<file path="src/rtl/ic_mem_ctrl_pkg.sv">
// Shared types for the instruction-cache refill responder.
package ic_mem_ctrl_pkg;

  typedef logic [26:4]  ic_line_addr_t;
  typedef logic [1:0]   ic_xid_t;
  typedef logic [127:0] ic_line_t;

  typedef struct packed {
    ic_line_addr_t addr;
    ic_xid_t       xid;
  } ic_mem_req_t;

  typedef enum logic [1:0] {
    IDLE,
    READ,
    WAIT,
    RESP
  } ic_mc_state_e;

  localparam int unsigned IC_BEATS_PER_LINE = 4;

endpackage

</file>
<file path="src/rtl/ic_mem_req_fifo.sv">
// Request queue for ic_mem_ctrl: DEPTH-entry synchronous FIFO of {addr, xid}.
module ic_mem_req_fifo
  import ic_mem_ctrl_pkg::*;
#(
  parameter int unsigned DEPTH = 4
) (
  input  logic                            clk,
  input  logic                            rst,
  input  logic                            push,
  input  logic [$bits(ic_mem_req_t)-1:0]  push_data,
  input  logic                            pop,
  output logic [$bits(ic_mem_req_t)-1:0]  pop_data,
  output logic                            full,
  output logic                            empty,
  output logic [$clog2(DEPTH):0]          count
);

  localparam int unsigned AW = $clog2(DEPTH);
  localparam int unsigned CW = AW + 1;

  ic_mem_req_t    mem [DEPTH];
  logic [AW-1:0]  wr_ptr;
  logic [AW-1:0]  rd_ptr;
  logic           do_push;
  logic           do_pop;

  assign full     = (count == CW'(DEPTH));
  assign empty    = (count == '0);
  assign do_push  = push && !full;
  assign do_pop   = pop && !empty;
  assign pop_data = mem[rd_ptr];

  always_ff @(posedge clk) begin
    if (do_push) begin
      mem[wr_ptr] <= push_data;
    end
  end

  // Pointers wrap naturally because DEPTH is a power of two.
  always_ff @(posedge clk) begin
    if (rst) begin
      wr_ptr <= '0;
      rd_ptr <= '0;
      count  <= '0;
    end else begin
      if (do_push) wr_ptr <= wr_ptr + AW'(1);
      if (do_pop)  rd_ptr <= rd_ptr + AW'(1);
      case ({do_push, do_pop})
        2'b10:   count <= count + CW'(1);
        2'b01:   count <= count - CW'(1);
        default: count <= count;
      endcase
    end
  end

endmodule

</file>
<file path="src/rtl/ic_mem_ctrl.sv">
// Memory-side responder for I-cache refills: queues line reads, fetches four
// 32-bit SRAM beats per line and returns the assembled line with its xid.
module ic_mem_ctrl
  import ic_mem_ctrl_pkg::*;
#(
  parameter int unsigned DEPTH    = 4,
  parameter int unsigned SRAM_LAT = 1
) (
  input  logic          clk,
  input  logic          rst,
  input  logic [26:4]   ic_mem_addr,
  input  logic [1:0]    ic_mem_xid,
  input  logic          ic_mem_re,
  output logic          mem_ic_ready,
  output logic          mem_ic_valid,
  output logic [1:0]    mem_ic_xid,
  output logic [127:0]  mem_ic_data,
  output logic          sram_re,
  output logic [26:2]   sram_addr,
  input  logic [31:0]   sram_rdata,
  output logic          req_drop
);

  localparam int unsigned CW = $clog2(DEPTH) + 1;

  ic_mc_state_e   state_q, state_d;
  ic_mem_req_t    push_req, head_req;
  logic           fifo_push, fifo_pop, fifo_full, fifo_empty;
  logic [CW-1:0]  fifo_count;

  ic_line_addr_t  cur_addr_q;
  ic_xid_t        cur_xid_q;
  logic [1:0]     beat_q;
  logic [2:0]     cap_q;
  ic_line_t       line_q, line_d;
  ic_line_t       data_q;
  ic_xid_t        xid_q;
  logic           drop_q;

  logic           sh_vld  [SRAM_LAT];
  logic [1:0]     sh_beat [SRAM_LAT];
  logic           cap_hit;
  logic [1:0]     cap_beat;
  logic           load_out;

  assign push_req     = '{addr: ic_mem_addr, xid: ic_mem_xid};
  assign mem_ic_ready = !rst && (fifo_count < CW'(DEPTH));
  assign fifo_push    = ic_mem_re && !rst && !fifo_full;
  assign fifo_pop     = (state_q == IDLE) && !fifo_empty;

  ic_mem_req_fifo #(.DEPTH(DEPTH)) u_fifo (
    .clk       (clk),
    .rst       (rst),
    .push      (fifo_push),
    .push_data (push_req),
    .pop       (fifo_pop),
    .pop_data  (head_req),
    .full      (fifo_full),
    .empty     (fifo_empty),
    .count     (fifo_count)
  );

  assign cap_hit  = sh_vld[SRAM_LAT-1];
  assign cap_beat = sh_beat[SRAM_LAT-1];

  always_comb begin
    line_d = line_q;
    if (cap_hit) begin
      line_d[{cap_beat, 5'd0} +: 32] = sram_rdata;
    end
  end

  always_comb begin
    state_d      = state_q;
    sram_re      = 1'b0;
    sram_addr    = '0;
    mem_ic_valid = 1'b0;
    case (state_q)
      IDLE: if (!fifo_empty) state_d = READ;
      READ: begin
        sram_re   = 1'b1;
        sram_addr = {cur_addr_q, beat_q};
        if (beat_q == 2'(IC_BEATS_PER_LINE - 1)) state_d = WAIT;
      end
      // Count the beat landing this cycle so RESP follows the last capture directly.
      WAIT: if ((cap_q + {2'b00, cap_hit}) == 3'(IC_BEATS_PER_LINE)) state_d = RESP;
      RESP: begin
        mem_ic_valid = 1'b1;
        state_d      = IDLE;
      end
      default: state_d = IDLE;
    endcase
  end

  assign load_out = (state_q == WAIT) && (state_d == RESP);

  always_ff @(posedge clk) begin
    if (rst) begin
      state_q    <= IDLE;
      cur_addr_q <= '0;
      cur_xid_q  <= '0;
      beat_q     <= '0;
      cap_q      <= '0;
      line_q     <= '0;
      data_q     <= '0;
      xid_q      <= '0;
      drop_q     <= 1'b0;
      for (int unsigned i = 0; i < SRAM_LAT; i++) begin
        sh_vld[i]  <= 1'b0;
        sh_beat[i] <= '0;
      end
    end else begin
      state_q <= state_d;
      line_q  <= line_d;
      if (fifo_pop) begin
        cur_addr_q <= head_req.addr;
        cur_xid_q  <= head_req.xid;
        beat_q     <= '0;
        cap_q      <= '0;
      end else begin
        if (state_q == READ) beat_q <= beat_q + 2'd1;
        if (cap_hit)         cap_q  <= cap_q + 3'd1;
      end
      if (load_out) begin
        data_q <= line_d;
        xid_q  <= cur_xid_q;
      end
      if (ic_mem_re && !mem_ic_ready) drop_q <= 1'b1;
      sh_vld[0]  <= sram_re;
      sh_beat[0] <= beat_q;
      for (int unsigned i = 1; i < SRAM_LAT; i++) begin
        sh_vld[i]  <= sh_vld[i-1];
        sh_beat[i] <= sh_beat[i-1];
      end
    end
  end

  assign mem_ic_data = data_q;
  assign mem_ic_xid  = xid_q;
  assign req_drop    = drop_q;

endmodule

</file>
<file path="config.mk">
export PLATFORM = sky130hd
export DESIGN_NAME = ic_mem_ctrl
export DESIGN_NICKNAME = d
export VERILOG_FILES = /design/src/rtl/ic_mem_ctrl_pkg.sv /design/src/rtl/ic_mem_req_fifo.sv /design/src/rtl/ic_mem_ctrl.sv
export SDC_FILE = /design/constraint.sdc
export NUM_CORES = 1
export LEC_CHECK = 0
export CAP_MARGIN = 20
export CORE_ASPECT_RATIO = 1.5
export CORE_MARGIN = 8
export CORE_UTILIZATION = 54
export DETAILED_ROUTE_END_ITERATION = 16
export HOLD_SLACK_MARGIN = 0.03
export PLACE_DENSITY_LB_ADDON = 0.05
export SETUP_SLACK_MARGIN = 0.5
export SLEW_MARGIN = 20
export SYNTH_ARGS = -nofsm -noshare
export SYNTH_HDL_FRONTEND = slang
export SYNTH_SLANG_ARGS = --single-unit
</file>
<file path="constraint.sdc">
create_clock -name clk -period 2.9 [get_ports clk]
set_input_delay 0.29 -clock clk [delete_from_list [all_inputs] [get_ports clk]]
set_output_delay 0.29 -clock clk [all_outputs]
set_load 0.02 [all_outputs]
</file>
Word level (Yosys, flattened, before mapping)
Memory sizes are Yosys's and may differ from the RTL's. A register that Yosys moved wholly into a read port is not among the register bits.
Index checks and enable logic that the tools add are counted.
Storage, ports and cells
  register bits: 273
  memory bits (writable): 103
  input port bits: 60
  logic and storage cells: 70
  memories kept: 3
Memories
  u_fifo.mem: depth 4, width 25, read ports 1, clocked after memory_dff 1, wr ports 1, RTL line ic_mem_req_fifo.sv:21  | ic_mem_req_t mem [DEPTH];
  sh_beat: depth 1, width 2, read ports 1, clocked after memory_dff 0, wr ports 1, RTL line ic_mem_ctrl.sv:41  | logic [1:0] sh_beat [SRAM_LAT];
  sh_vld: depth 1, width 1, read ports 1, clocked after memory_dff 0, wr ports 1, RTL line ic_mem_ctrl.sv:40  | logic sh_vld [SRAM_LAT];
Operators by class
  $add $sub $neg: 8
  order comparisons: 1
  equal/unequal tests: 9
  shift-type cells: 2
  muxes and demuxes: 19
  reductions and logical operators: 18
Operators with widths (number)
  128-bit bitwise mux: 1
  128-bit 2-to-1 mux: 1
  32-bit by 9-bit variable shift with 128-bit output, first input constant: 1
  32-bit by 9-bit indexed part select with 128-bit output: 1
  25-bit 2-to-1 mux: 1
  2-bit == test, second input constant: 5
  1-bit 2-to-1 mux: 10
  7-bit negation with 9-bit output: 1
  1-bit logical AND: 8
  2-bit 2-to-1 mux: 4
  2-bit case mux with 4 select lines: 1
  2-bit by 1-bit adder with 2-bit output, second input constant: 3
  3-bit by 1-bit adder with 3-bit output, second input constant: 2
  3-bit == test, second input constant: 2
  3-bit case mux with 2 select lines: 1
  2-bit by 1-bit == test with 1-bit output, second input constant: 2
  1-bit logical NOT: 4
  2-bit OR reduction: 2
  3-bit by 1-bit adder with 3-bit output: 1
  3-bit logical NOT: 1
  3-bit < comparator, second input constant: 1
  3-bit by 1-bit subtractor with 3-bit output, second input constant: 1
  2-bit logical NOT: 1
  2-bit nonzero test: 1
  1-bit OR reduction: 1

Depth between registers and ports, before layout
Gate-level depths: netlist of run 1.
  word-level depth: 6
  depth in mapped cells: 9
  gate-level depth less buffers: 9

Cells and area by module
From an unflattened synthesis of run 1, not the netlist that was laid out.
Unflattened totals
  cells, all modules: 1312
  area, all modules: 14879.3 um2
By module, submodules not included
  ic_mem_ctrl: instances 1, cells an instance 1127, area an instance 10740.3 um2, seq. area each 5885.6 um2
  ic_mem_req_fifo: instances 1, cells an instance 185, area an instance 4139.0 um2, seq. area each 3183.1 um2

Worst setup path before layout of run 1
OpenSTA, ideal clock, no wires.
  path kind: reg-to-reg
  from: register u_fifo.count[2]
  to: register u_fifo.count[2]
  setup time: 0.070 ns
  data arrival time: 2.023 ns
  data required time: 2.830 ns
  slack: 0.807 ns
  stages on the path, launching flop included: 10
  buffers on the path: 0
  period minus slack after synthesis: 2.093 ns
  cell sequence: dfxtp_1 nor3b_1 nor3_1 inv_1 ha_1 inv_1 fa_1 xor2_1 or3_1 a21oi_1
Between the ends
  longest elaborated chain between the ends: 6
  elaborated cells between the ends (all ways): 14
  those cells by class: 2 x add/sub; 3 x eq/ne; 1 x mux; 8 x reduce/logical
RTL lines
  start: declaration: RTL line ic_mem_req_fifo.sv:15  | output logic [$clog2(DEPTH):0] count
  start signal: assignment: RTL line ic_mem_req_fifo.sv:49  | 2'b10: count <= count + CW'(1);
  start signal: assignment: RTL line ic_mem_req_fifo.sv:50  | 2'b01: count <= count - CW'(1);
  start signal: assignment: RTL line ic_mem_req_fifo.sv:51  | default: count <= count;
  3-bit == test / 3-bit logical NOT (equally long branches): RTL line ic_mem_req_fifo.sv:27, ic_mem_req_fifo.sv:28
  1-bit logical NOT, on equally long branches
  1-bit logical AND, on equally long branches: RTL line ic_mem_ctrl.sv:48, ic_mem_ctrl.sv:49
  1-bit logical AND, on equally long branches: RTL line ic_mem_req_fifo.sv:29, ic_mem_req_fifo.sv:30
  2-bit by 1-bit == test with 1-bit output / 2-bit == test (equally long branches): RTL line ic_mem_req_fifo.sv:48  | case ({do_push, do_pop})
  3-bit case mux with 2 select lines / 2-bit nonzero test (equally long branches)
Parallel ways exist; a longest one is shown, timed or not.
A chain may end at the register's enable or synchronous reset.

Final worst setup path of run 1
  from: register cap_q[0]
  to: register data_q[64] (netlist: mem_ic_data[64])
Between the ends
  longest elaborated chain between the ends: 6
RTL lines
  start: declaration: RTL line ic_mem_ctrl.sv:34  | logic [2:0] cap_q;
  start signal: assignment: RTL line ic_mem_ctrl.sv:122  | if (cap_hit) cap_q <= cap_q + 3'd1;
  3-bit by 1-bit adder with 3-bit output: RTL line ic_mem_ctrl.sv:86  | WAIT: if ((cap_q + {2'b00, cap_hit}) == 3'(IC_BEATS_PER_LINE)) state_d = RESP;
  3-bit == test: RTL line ic_mem_ctrl.sv:86
  2-bit 2-to-1 mux: RTL line ic_mem_ctrl.sv:86
  2-bit case mux with 4 select lines: RTL line ic_mem_ctrl.sv:78  | case (state_q)
  2-bit == test: RTL line ic_mem_ctrl.sv:95  | assign load_out = (state_q == WAIT) && (state_d == RESP);
  1-bit logical AND: RTL line ic_mem_ctrl.sv:95
  end signal: assignment: RTL line ic_mem_ctrl.sv:125  | data_q <= line_d;
  end: declaration: RTL line ic_mem_ctrl.sv:36  | ic_line_t data_q;
Every way passes these cells.

==> results of run 1 <==
flip-flops by register name (all words and copies together) (netlist names):
name and cells:
beat_q 2, req_drop 1, sh_vld 1, cap_q 3, u_fifo.count 3, sh_beat 2, mem_ic_data 128, state_q 2
cur_xid_q 2, line_q 128, mem_ic_xid 2, cur_addr_q 23, u_fifo.mem 100, u_fifo.rd_ptr 2, u_fifo.wr_ptr 2
final timing paths:
| check | start | end | slack [ns] | cells past startpoint |
|---|---|---|---|---|
| worst max-delay path | cap_q[0] | mem_ic_data[64] | 0.53 | 6 |
| worst min-delay path | rst | u_fifo.wr_ptr[1] | 0.09 | 2 |
| worst max register to register | cap_q[0] | mem_ic_data[64] | 0.53 | 6 |
| worst min register to register | cur_addr_q[21] | cur_addr_q[21] | 0.47 | 1 |
final cells by class:
type,instances,area share (%)
clock buffer,54,5.64
clock inverter,11,0.559
inverter,11,0.220
multi-input combinational,745,29.0
sequential,401,48.1
tap,346,2.30
timing repair buffer,260,14.2
per-stage QoR:
stage / worst slack [ns] / instance area, um2 / hold WS, ns / utilization [%]
floorplan: 0.807 / 15200 / 0.389 / -
global placement: 0.506 / 17600 / 0.450 / 63.1
detailed placement: 0.452 / 17600 / 0.456 / 63.1
CTS: 0.502 / 18800 / 0.0700 / 67.3
global route: 0.438 / 18800 / 0.0931 / 67.4
finish: 0.532 / 18800 / 0.0930 / 67.4
layer usage:
layer / part of all wire, % / vias to the layer above / global-route usage [%]
met5: 0 / - / 0
met4: 4.9 / 0 / 12.4
met3: 6.1 / 88 / 5.27
met2: 49 / 362 / 40.1
met1: 40 / 5473 / 28.6
li1: - / 5225 / -
cells in the mapped netlist, types with 2 or more instances:
| cell | count | area, um2 |
|---|---|---|
| dfxtp_1 | 301 | 6030 |
| buf_6 | 5 | 56.3 |
| nand3_1 | 2 | 10.0 |
| ha_1 | 14 | 175 |
| mux4_2 | 25 | 563 |
| a211oi_1 | 98 | 736 |
| o21ai_0 | 5 | 25.0 |
| buf_4 | 8 | 60.1 |
| xnor2_1 | 3 | 26.3 |
| mux2i_1 | 2 | 20.0 |
| nor3_1 | 3 | 15.0 |
| nand4_1 | 32 | 200 |
| nand3b_1 | 2 | 15.0 |
| inv_1 | 11 | 41.3 |
| nand2_1 | 5 | 18.8 |
| edfxtp_1 | 100 | 3000 |
| buf_1 | 5 | 18.8 |
| and2_1 | 62 | 388 |
| xor2_1 | 4 | 35.0 |
| clkbuf_1 | 88 | 330 |
| a211oi_2 | 30 | 375 |
| buf_2 | 25 | 125 |
| a21o_1 | 2 | 15.0 |
| or3_1 | 3 | 18.8 |
| a21oi_1 | 137 | 686 |
| a22o_1 | 25 | 219 |
| a2bb2oi_1 | 32 | 280 |
| nor2_1 | 142 | 533 |
| a32oi_1 | 96 | 841 |
| nor2b_1 | 7 | 43.8 |
| buf_12 | 9 | 180 |
power groups by stage:
stage / clock network, mW / registers [mW] / logic [mW]
after detailed placement: 0 / 6.38 / 2.23
after global routing: 5.02 / 6.30 / 2.38
after CTS: 4.81 / 6.26 / 2.22
final: 4.72 / 6.27 / 2.20
after floorplan: 0 / 6.30 / 1.52
after global placement: 0 / 6.37 / 2.20
worst max-delay path: cells and delay by family, from the launching register on:
kind                       cells  cell delay [ns]
DFF                            1             0.33
AOI/OAI and AO/OA              2             0.42
buffers and inverters          1             0.50
adders and majority gates      2             0.53
and+or+nand+nor                1             0.38
cells by family (layout without fill, tap and decap cells):
kind of cell / Yosys count / count (layout) / synth area share (%)
AOI/OAI and AO/OA: 430 / 430 / 21.1
buffers and inverters: 151 / 336 / 5.33
xor gates and xnor gates: 7 / 7 / 0.403
DFF: 401 / 401 / 59.3
adders and majority gates: 15 / 15 / 1.28
muxes: 27 / 27 / 3.83
and+or+nand+nor: 266 / 266 / 8.73
layout by cell type (no fill, tap or decap), drive strengths merged, types with 3 or more instances in the layout:
cell | netlist | layout
dfxtp | 301 | 301
clkdlybuf4s50 | 0 | 192
nor2 | 143 | 143
a21oi | 138 | 138
a211oi | 128 | 128
edfxtp | 100 | 100
a32oi | 96 | 96
and2 | 62 | 62
clkbuf | 88 | 56
buf | 52 | 41
nand4 | 32 | 32
a2bb2oi | 32 | 32
mux4 | 25 | 25
a22o | 25 | 25
dlygate4sd2 | 0 | 18
ha | 14 | 14
inv | 11 | 11
clkinv | 0 | 9
dlymetal6s2s | 0 | 7
nor2b | 7 | 7
nand2 | 5 | 5
o21ai | 5 | 5
xor2 | 4 | 4
nor3 | 3 | 3
xnor2 | 3 | 3
or3 | 3 | 3
timing repair:
item	CTS	global route
setup endpoints to repair	63	71
pin swaps	1	0
resized for setup	22	10
buffers inserted	2	0
==> impl_metrics.sql, run 1 <==
INSERT INTO impl_metrics (metric_group, metric, value, unit) VALUES
('outcome', 'status', 'complete, no violations', ''),
('global_routing', 'track_usage', '24.0', '%'),
('final_layout', 'drive_gt1_share', '11.3', '%'),
('route', 'drt.antenna.violating_nets', '0', ''),
('clock_network', 'clk_pin_slew', '0.06', 'ns'),
('timing', 'grt_setup_unrepaired', 'yes', ''),
('place', 'dp.cells', '1761', ''),
('timing', 'slew_violations', '0', ''),
('synth', 'synthArstFlopShare', '0', '%'),
('power', 'comb_power_share', '16.7', '%'),
('synth', 'synth_edf_count', '100', ''),
('timing', 'finClkSkew', '0.0159', 'ns'),
('timing', 'finalHoldViolations', '0', ''),
('die', 'top_level_ports', '219', ''),
('route', 'dr_iter_0_viols', '708', ''),
('power', 'switching_share', '26.4', '%'),
('place', 'port_buffers', '218', ''),
('critical_path', 'critical_path.most_common_cell', 'ha_1', ''),
('synth', 'synth.lib_cells_used.distinct', '45', ''),
('critical_path', 'worst_setup_path_start_kind', 'flip-flop', ''),
('timing', 'timing.final.crit_share', '81.6', '%'),
('final_layout', 'final_nets', '1531', ''),
('global_routing', 'number_of_antenna_violations_at_the_first_check_in_global_routing', '0', ''),
('final_layout', 'diodes', '0', ''),
('power', 'switch_pwr', '3.48', 'mW'),
('power', 'seq_power_share', '47.5', '%'),
('synth', 'post_synthesis_cell_count', '1297', ''),
('route', 'routed_via_density', '6.10', ''),
('route', 'vias', '11100', ''),
('clock_network', 'clock_tree.root_cell', 'clkbuf_16', ''),
('clock_network', 'max-clock-path-buffers', '3', ''),
('critical_path', 'worst-endpoint-required', '3.34', 'ns'),
('clock_network', 'clk-insertion-delay-late', '0.53', 'ns'),
('final_layout', 'syn2layout_area_growth', '23.5', '%'),
('final_layout', 'multi_input_comb_area', '5460', 'um2'),
('timing', 'fin_setup_tns', '0', 'ns'),
('power', 'ir_drop', '0.651', 'mV'),
('timing', 'finalSetupViolations', '0', ''),
('run', 'drv_cap', '0', ''),
('final_layout', 'final-seq-area', '9030', 'um2'),
('critical_path', 'worst-setup-path-type', 'flip-flop to flip-flop', ''),
('final_layout', 'instances_no_fill', '1828', ''),
('global_routing', 'grt_overflow', '0', ''),
('synth', 'warnings_synthesis', '0', ''),
('global_routing', 'largest_net_degree_at_the_start_of_global_routing', '129', ''),
('power', 'total_leakage_power', '6.35', 'nW'),
('power', 'pwr-share-clk', '35.8', '%'),
('global_routing', 'first_global_vias', '11100', ''),
('clock_network', 'tritoncts.num_buffers', '37', ''),
('die', 'dieArea', '33900', 'um2'),
('timing', 'max_slew_margin', '30.0', '%'),
('critical_path', 'worst_setup_path_end_kind', 'flip-flop', ''),
('critical_path', 'timing.critical_path.arrival', '2.80', 'ns'),
('synth', 'postSynth.topFlopCell', 'dfxtp_1', ''),
('clock_network', 'cts_tree', 'done', ''),
('route', 'routed_wl', '42000', 'um'),
('die', 'initial_core_util', '54.6', '%'),
('power', 'power.internal', '9.71', 'mW'),
('synth', 'synthesis.nets', '1372', ''),
('synth', 'mappedNetlistArea', '15200', 'um2'),
('global_routing', 'grt_pass1_wl', '64600', 'um'),
('route', 'drt-wirelength-per-cell', '23.0', 'um'),
('route', 'route.detailed.drc', '0', ''),
('synth', 'postSynthAreaPerCell', '11.7', 'um2'),
('timing', 'tightest_slew', '1.05', 'ns'),
('synth', 'synth_sequential_area_ratio', '59.3', '%'),
('timing', 'fin_crit', '2.37', 'ns'),
('timing', 'max_freq', '422', 'MHz'),
('final_layout', 'fill_cell_count', '2196', ''),
('clock_network', 'cts-htree-levels', '2', ''),
('synth', 'synth.ff_latch_count', '401', ''),
('die', 'die_h', '222', 'um'),
('worst_hold_path', 'timing.hold.worst.class', 'input port to flip-flop', ''),
('place', 'dpl.hpwl', '26800', 'um'),
('critical_path', 'critPathSlowestCell', 'clkbuf_16', ''),
('critical_path', 'worst_path_maximum_fanout', '128', ''),
('clock_network', 'hold_buffers', '0', ''),
('die', 'num_rows', '75', ''),
('clock_network', 'cts.sink_count', '401', ''),
('route', 'detailedRoute.firstPassIterationCount', '5', ''),
('power', 'post-layout-total-power', '13.2', 'mW'),
('die', 'floorplan.die.width', '153', 'um'),
('place', 'finalWeightedCongestion', '0.810', ''),
('die', 'placeableCoreArea', '27900', 'um2'),
('critical_path', 'cp_cell_sequence', 'ha_1 > ha_1 > nor4b_4 > clkbuf_16 > a21oi_1 > a211oi_2', ''),
('critical_path', 'largest_stage_delay_on_the_critical_path', '0.50', 'ns'),
('power', 'power.density', '702', 'nW/um2');
Note: power is estimated with default switching activity, not from simulation.
==> inputs of run 2 (changes only) <==
- CORE_UTILIZATION: 54 -> 49
- clock period: 2.9 -> 1.9 ns (I/O delays scaled with it)
==> impl_metrics.sql, run 2 (same netlist as run 1, synthesis figures left out) <==
INSERT INTO impl_metrics (metric_group, metric, value, unit) VALUES
('global_routing', 'gr-max-usage-layer', 'met2', ''),
('final_layout', 'syn2layout_area_growth', '52.6', '%'),
('timing', 'max_freq', '476', 'MHz'),
('outcome', 'status', 'finished, violations left', ''),
('power', 'power.density', '997', 'nW/um2'),
('global_routing', 'track_usage', '22.5', '%'),
('timing', 'fin_crit', '2.10', 'ns'),
('clock_network', 'cts_tree', 'done', ''),
('power', 'post-layout-total-power', '23.2', 'mW'),
('timing', 'finalSetupViolations', '154', ''),
('place', 'dpl.hpwl', '27200', 'um'),
('clock_network', 'hold_buffers', '0', ''),
('worst_hold_path', 'timing.hold.worst.class', 'input port to flip-flop', ''),
('final_layout', 'fill_cell_count', '1992', ''),
('global_routing', 'grt_overflow', '0', ''),
('critical_path', 'worst-setup-path-type', 'flip-flop to flip-flop', ''),
('clock_network', 'tritoncts.num_buffers', '38', ''),
('global_routing', 'met3_usage', '4.84', '%'),
('critical_path', 'worst-endpoint-required', '2.28', 'ns'),
('route', 'drt-wirelength-per-cell', '24.5', 'um'),
('global_routing', 'largest_net_degree_at_the_start_of_global_routing', '152', ''),
('die', 'num_rows', '79', ''),
('critical_path', 'critPathTopFamily', 'simple AND/OR/NAND/NOR gates', ''),
('timing', 'grt_setup_unrepaired', 'yes', ''),
('clock_network', 'clock_tree.root_cell', 'clkbuf_16', ''),
('global_routing', 'groute.layer.met2.usage', '40.4', '%'),
('die', 'initial_core_util', '49.4', '%'),
('route', 'vias', '12000', ''),
('route', 'detailedRoute.firstPassIterationCount', '5', ''),
('final_layout', 'layout_commonest_cell', 'dfxtp_1', ''),
('critical_path', 'crit_buf_inv', '3', ''),
('critical_path', 'largest_stage_delay_on_the_critical_path', '0.51', 'ns'),
('final_layout', 'multi_input_comb_area', '7510', 'um2'),
('die', 'dieArea', '37100', 'um2'),
('timing', 'postLayoutSetupSlackWorst', '-0.200', 'ns'),
('place', 'finalWeightedCongestion', '0.783', ''),
('route', 'routed_wl', '48900', 'um'),
('critical_path', 'worst_setup_path_start_kind', 'flip-flop', ''),
('clock_network', 'clk-insertion-delay-late', '0.54', 'ns'),
('final_layout', 'drive_gt1_share', '38.2', '%'),
('clock_network', 'clk_pin_slew', '0.06', 'ns'),
('die', 'die_h', '232', 'um'),
('place', 'dp.cells', '1861', ''),
('critical_path', 'timing.critical_path.arrival', '2.48', 'ns'),
('timing', 'fin_setup_tns', '-14.90', 'ns'),
('global_routing', 'first_global_vias', '11700', ''),
('final_layout', 'final-seq-area', '9050', 'um2'),
('run', 'drv_cap', '0', ''),
('final_layout', 'instances_no_fill', '1996', ''),
('critical_path', 'worst_setup_path_end_kind', 'flip-flop', ''),
('global_routing', 'number_of_antenna_violations_at_the_first_check_in_global_routing', '0', ''),
('die', 'top_level_ports', '219', ''),
('die', 'placeableCoreArea', '30800', 'um2'),
('timing', 'slew_violations', '0', ''),
('route', 'route.detailed.drc', '0', ''),
('critical_path', 'cp_cell_sequence', 'ha_4 > ha_4 > or4b_4 > nor2_4 > buf_12 > buf_12 > buf_16 > a211oi_2', ''),
('outcome', 'violated_checks', 'setup timing', ''),
('timing', 'max_slew_margin', '38.4', '%'),
('final_layout', 'diodes', '0', ''),
('clock_network', 'cts.sink_count', '401', ''),
('final_layout', 'mostFrequentLayoutCells', 'dfxtp_1, nor2_1, a21oi_1', ''),
('timing', 'finalHoldViolations', '0', ''),
('clock_network', 'max-clock-path-buffers', '3', ''),
('timing', 'finClkSkew', '0.0120', 'ns'),
('critical_path', 'critPathSlowestCell', 'or4b_4', ''),
('global_routing', 'met1_layer_usage_reported_by_global_route', '26.1', '%'),
('timing', 'timing.final.crit_share', '111', '%'),
('route', 'drt.antenna.violating_nets', '0', ''),
('power', 'total_leakage_power', '9.72', 'nW'),
('timing', 'tightest_slew', '0.924', 'ns'),
('power', 'ir_drop', '1.08', 'mV'),
('global_routing', 'grt_pass1_wl', '67200', 'um'),
('route', 'dr_iter_0_viols', '625', ''),
('die', 'floorplan.die.width', '160', 'um'),
('critical_path', 'worst_path_maximum_fanout', '8', ''),
('place', 'port_buffers', '218', ''),
('clock_network', 'cts-htree-levels', '2', ''),
('final_layout', 'final_nets', '1637', ''),
('route', 'routed_via_density', '5.99', '');
## run 2: what timing repair did
action / 4_1_cts / 5_1_grt
cloned: 5 / 37
setup endpoints to repair: 547 / 552
buffers inserted: 7 / 17
pin swaps: 5 / 126
resized for setup: 171 / 439
## run 2: power by group
part	leakage, nW	switching [mW]	internal [mW]
combinational	5.72	2.79	2.85
clock	0.656	3.28	4.63
sequential	3.34	0.332	9.28
total	9.72	6.40	16.8
## run 2: worst min-delay path, stage by stage
cell	delay, ns
buf_8	0.07
buf_4	0.25
a21oi_2	0.05
## run 2: layer usage
metal  routed length, um  part of all wire [%]
met5                   0                     0
met1               18300                    37
met2               25800                    53
met4                1860                   3.8
met3                2940                   6.0
## run 2: through the flow
stage	area (um2)	setup WS [ns]	hold slack, ns	utilization [%]
6_report	23200	-0.200	0.0618	75.3
3_5_place_dp	18900	-0.219	0.454	61.3
5_1_grt	23200	-0.256	0.0615	75.3
2_1_floorplan	16000	-0.0168	0.289	-
4_1_cts	20500	-0.172	0.0480	66.4
3_3_place_gp	18900	-0.151	0.453	61.3
## run 2: final timing paths
check	from	endpoint	slack [ns]	cells past startpoint
worst min register to register	mem_ic_xid[1]	mem_ic_xid[1]	0.47	2
worst max register to register	sh_vld[0]	mem_ic_data[15]	-0.20	8
worst max-delay path	sh_vld[0]	mem_ic_data[15]	-0.20	8
worst min-delay path	rst	u_fifo.count[2]	0.06	3
## run 2: area by class of cell
class,instances,share of cell area (%)
flip-flops and latches,401,39.0
multi-input cells,745,32.3
repair buffers,365,20.7
clock buffers,56,5.10
well taps,405,2.18
clock inverters,13,0.549
inverters,11,0.232
==> inputs of run 3 (changes only) <==
- RECOVER_POWER: default -> 25
- TNS_END_PERCENT: default -> 20
==> impl_metrics.sql, run 3 (same netlist as run 1, synthesis figures left out) <==
INSERT INTO impl_metrics (metric_group, metric, value, unit) VALUES
('outcome', 'status', 'finished, violations left', ''),
('outcome', 'violated_checks', 'setup timing', ''),
('timing', 'finalSetupViolations', '134', ''),
('final_layout', 'layout_commonest_cell', 'dfxtp_1', ''),
('global_routing', 'largest_net_degree_at_the_start_of_global_routing', '169', ''),
('route', 'detailedRoute.firstPassIterationCount', '5', ''),
('clock_network', 'clock_tree.root_cell', 'clkbuf_16', ''),
('route', 'drt.antenna.violating_nets', '0', ''),
('critical_path', 'critPathTopFamily', 'simple AND/OR/NAND/NOR gates', ''),
('route', 'route.detailed.drc', '0', ''),
('global_routing', 'track_usage', '22.9', '%'),
('power', 'switch_pwr', '6.02', 'mW'),
('place', 'port_buffers', '218', ''),
('critical_path', 'cp_cell_sequence', 'ha_4 > ha_4 > or4b_4 > nor2_4 > buf_12 > clkbuf_16 > a211oi_1', ''),
('timing', 'fin_crit', '2.04', 'ns'),
('clock_network', 'cts_tree', 'done', ''),
('global_routing', 'first_global_vias', '11500', ''),
('timing', 'finalHoldViolations', '0', ''),
('clock_network', 'max-clock-path-buffers', '3', ''),
('power', 'pwr-share-clk', '34.2', '%'),
('global_routing', 'grt_pass1_wl', '67200', 'um'),
('route', 'routed_via_density', '5.91', ''),
('clock_network', 'cts-htree-levels', '2', ''),
('route', 'routed_wl', '45600', 'um'),
('timing', 'grt_setup_unrepaired', 'yes', ''),
('critical_path', 'cp.depth', '7', ''),
('critical_path', 'worst-endpoint-required', '2.27', 'ns'),
('worst_hold_path', 'worstHoldPathCells', '3', ''),
('critical_path', 'worst-setup-path-type', 'flip-flop to flip-flop', ''),
('place', 'dpl.hpwl', '28100', 'um'),
('die', 'dieArea', '37100', 'um2'),
('place', 'dp.cells', '1866', ''),
('global_routing', 'grt_overflow', '0', ''),
('final_layout', 'final_nets', '1610', ''),
('timing', 'tightest_slew', '0.855', 'ns'),
('clock_network', 'clk-insertion-delay-late', '0.53', 'ns'),
('final_layout', 'layout.cell_area.non_filler', '21300', 'um2'),
('timing', 'timing.final.crit_share', '107', '%'),
('die', 'top_level_ports', '219', ''),
('clock_network', 'clk_pin_slew', '0.06', 'ns'),
('die', 'die_h', '232', 'um'),
('critical_path', 'critPathSlowestCell', 'or4b_4', ''),
('critical_path', 'largest_stage_delay_on_the_critical_path', '0.51', 'ns'),
('timing', 'postLayoutSetupSlackWorst', '-0.135', 'ns'),
('timing', 'max_slew_margin', '43.0', '%'),
('route', 'vias', '11600', ''),
('power', 'comb_power_share', '23.1', '%'),
('power', 'seq_power_share', '42.8', '%'),
('critical_path', 'worst_path_maximum_fanout', '13', ''),
('final_layout', 'instances_no_fill', '1969', ''),
('critical_path', 'crit_buf_inv', '2', ''),
('route', 'dr_iter_0_viols', '715', ''),
('route', 'drt-wirelength-per-cell', '23.2', 'um'),
('run', 'drv_cap', '0', ''),
('worst_hold_path', 'timing.hold.worst.class', 'input port to flip-flop', ''),
('die', 'placeableCoreArea', '30800', 'um2'),
('timing', 'slew_violations', '0', ''),
('final_layout', 'syn2layout_area_growth', '39.9', '%'),
('power', 'ir_drop', '1.06', 'mV'),
('final_layout', 'mostFrequentLayoutCells', 'dfxtp_1, nor2_1, a21oi_1', ''),
('die', 'num_rows', '79', ''),
('die', 'floorplan.die.width', '160', 'um'),
('power', 'power.internal', '16.3', 'mW'),
('die', 'initial_core_util', '49.4', '%'),
('place', 'placed_cell_areas', '18400', 'um2'),
('timing', 'max_freq', '491', 'MHz'),
('critical_path', 'worst_setup_path_start_kind', 'flip-flop', ''),
('critical_path', 'timing.critical_path.arrival', '2.41', 'ns'),
('clock_network', 'cts.sink_count', '401', ''),
('clock_network', 'tritoncts.num_buffers', '38', ''),
('timing', 'finClkSkew', '0.0114', 'ns'),
('power', 'switching_share', '26.9', '%'),
('place', 'finalWeightedCongestion', '0.799', ''),
('critical_path', 'worst_setup_path_end_kind', 'flip-flop', ''),
('global_routing', 'number_of_antenna_violations_at_the_first_check_in_global_routing', '0', ''),
('final_layout', 'drive_gt1_share', '26.4', '%'),
('power', 'power.density', '1050', 'nW/um2'),
('timing', 'fin_hold_ws', '0.105', 'ns'),
('critical_path', 'critical_path.most_common_cell', 'ha_4', ''),
('power', 'total_leakage_power', '7.48', 'nW'),
('critical_path', 'timing.reg2reg.worst_path_depth', '7', '');
run 3: routing by layer:
metal	vias up	global-route usage [%]	part of all wire, %
met4	0	11.8	4.1
li1	5393	-	-
met5	-	0	0
met3	90	4.54	5.9
met2	395	39.5	52
met1	5758	26.6	38
run 3: power by group through the flow:
stage	combinational, mW	sequential (mW)	clock [mW]
floorplan	2.36	9.64	0
global placement	3.90	9.67	0
detailed placement	3.95	9.69	0
CTS	4.63	9.53	7.78
global route	5.50	9.62	8.12
finish	5.17	9.57	7.64
run 3: final cells by class:
cell class	instances	area, um2
fill	2304	9540
sequential	401	9040
multi-input combinational	745	6430
timing repair buffer	338	4010
clock buffer	58	1160
tap	405	507
clock inverter	10	96.3
inverter	11	47.5
antenna	1	2.50
run 3: per-stage QoR:
stage	setup TNS (ns)	total power [mW]	util [%]	worst slack [ns]
2_1_floorplan	-0.480	12.0	-	-0.0173
3_3_place_gp	-8.01	13.6	59.6	-0.126
3_5_place_dp	-10.19	13.6	59.6	-0.197
4_1_cts	-13.39	21.9	64.8	-0.131
5_1_grt	-21.32	23.2	69.0	-0.209
6_report	-12.02	22.4	69.1	-0.135
run 3: final timing paths:
kind / from / endpoint / slack (ns)
setup / recovery: sh_vld[0] / mem_ic_data[72] / -0.14
hold / removal: rst / u_fifo.count[2] / 0.10
setup reg to reg: sh_vld[0] / mem_ic_data[72] / -0.14
hold reg to reg: cur_xid_q[0] / mem_ic_xid[0] / 0.48
run 3: worst register-to-register path: stages (launching register included):
cell       delay (ns)
dfxtp_2          0.34
ha_4             0.16
ha_4             0.21
or4b_4           0.51
nor2_4           0.14
buf_12           0.21
clkbuf_16        0.23
a211oi_1         0.08
run 3: timing repair:
item	4_1_cts	5_1_grt
cloned	3	11
pin swaps	12	33
setup endpoints to repair	547	554
buffers inserted	15	5
hold buffers	0	0
gates resized for setup	201	208
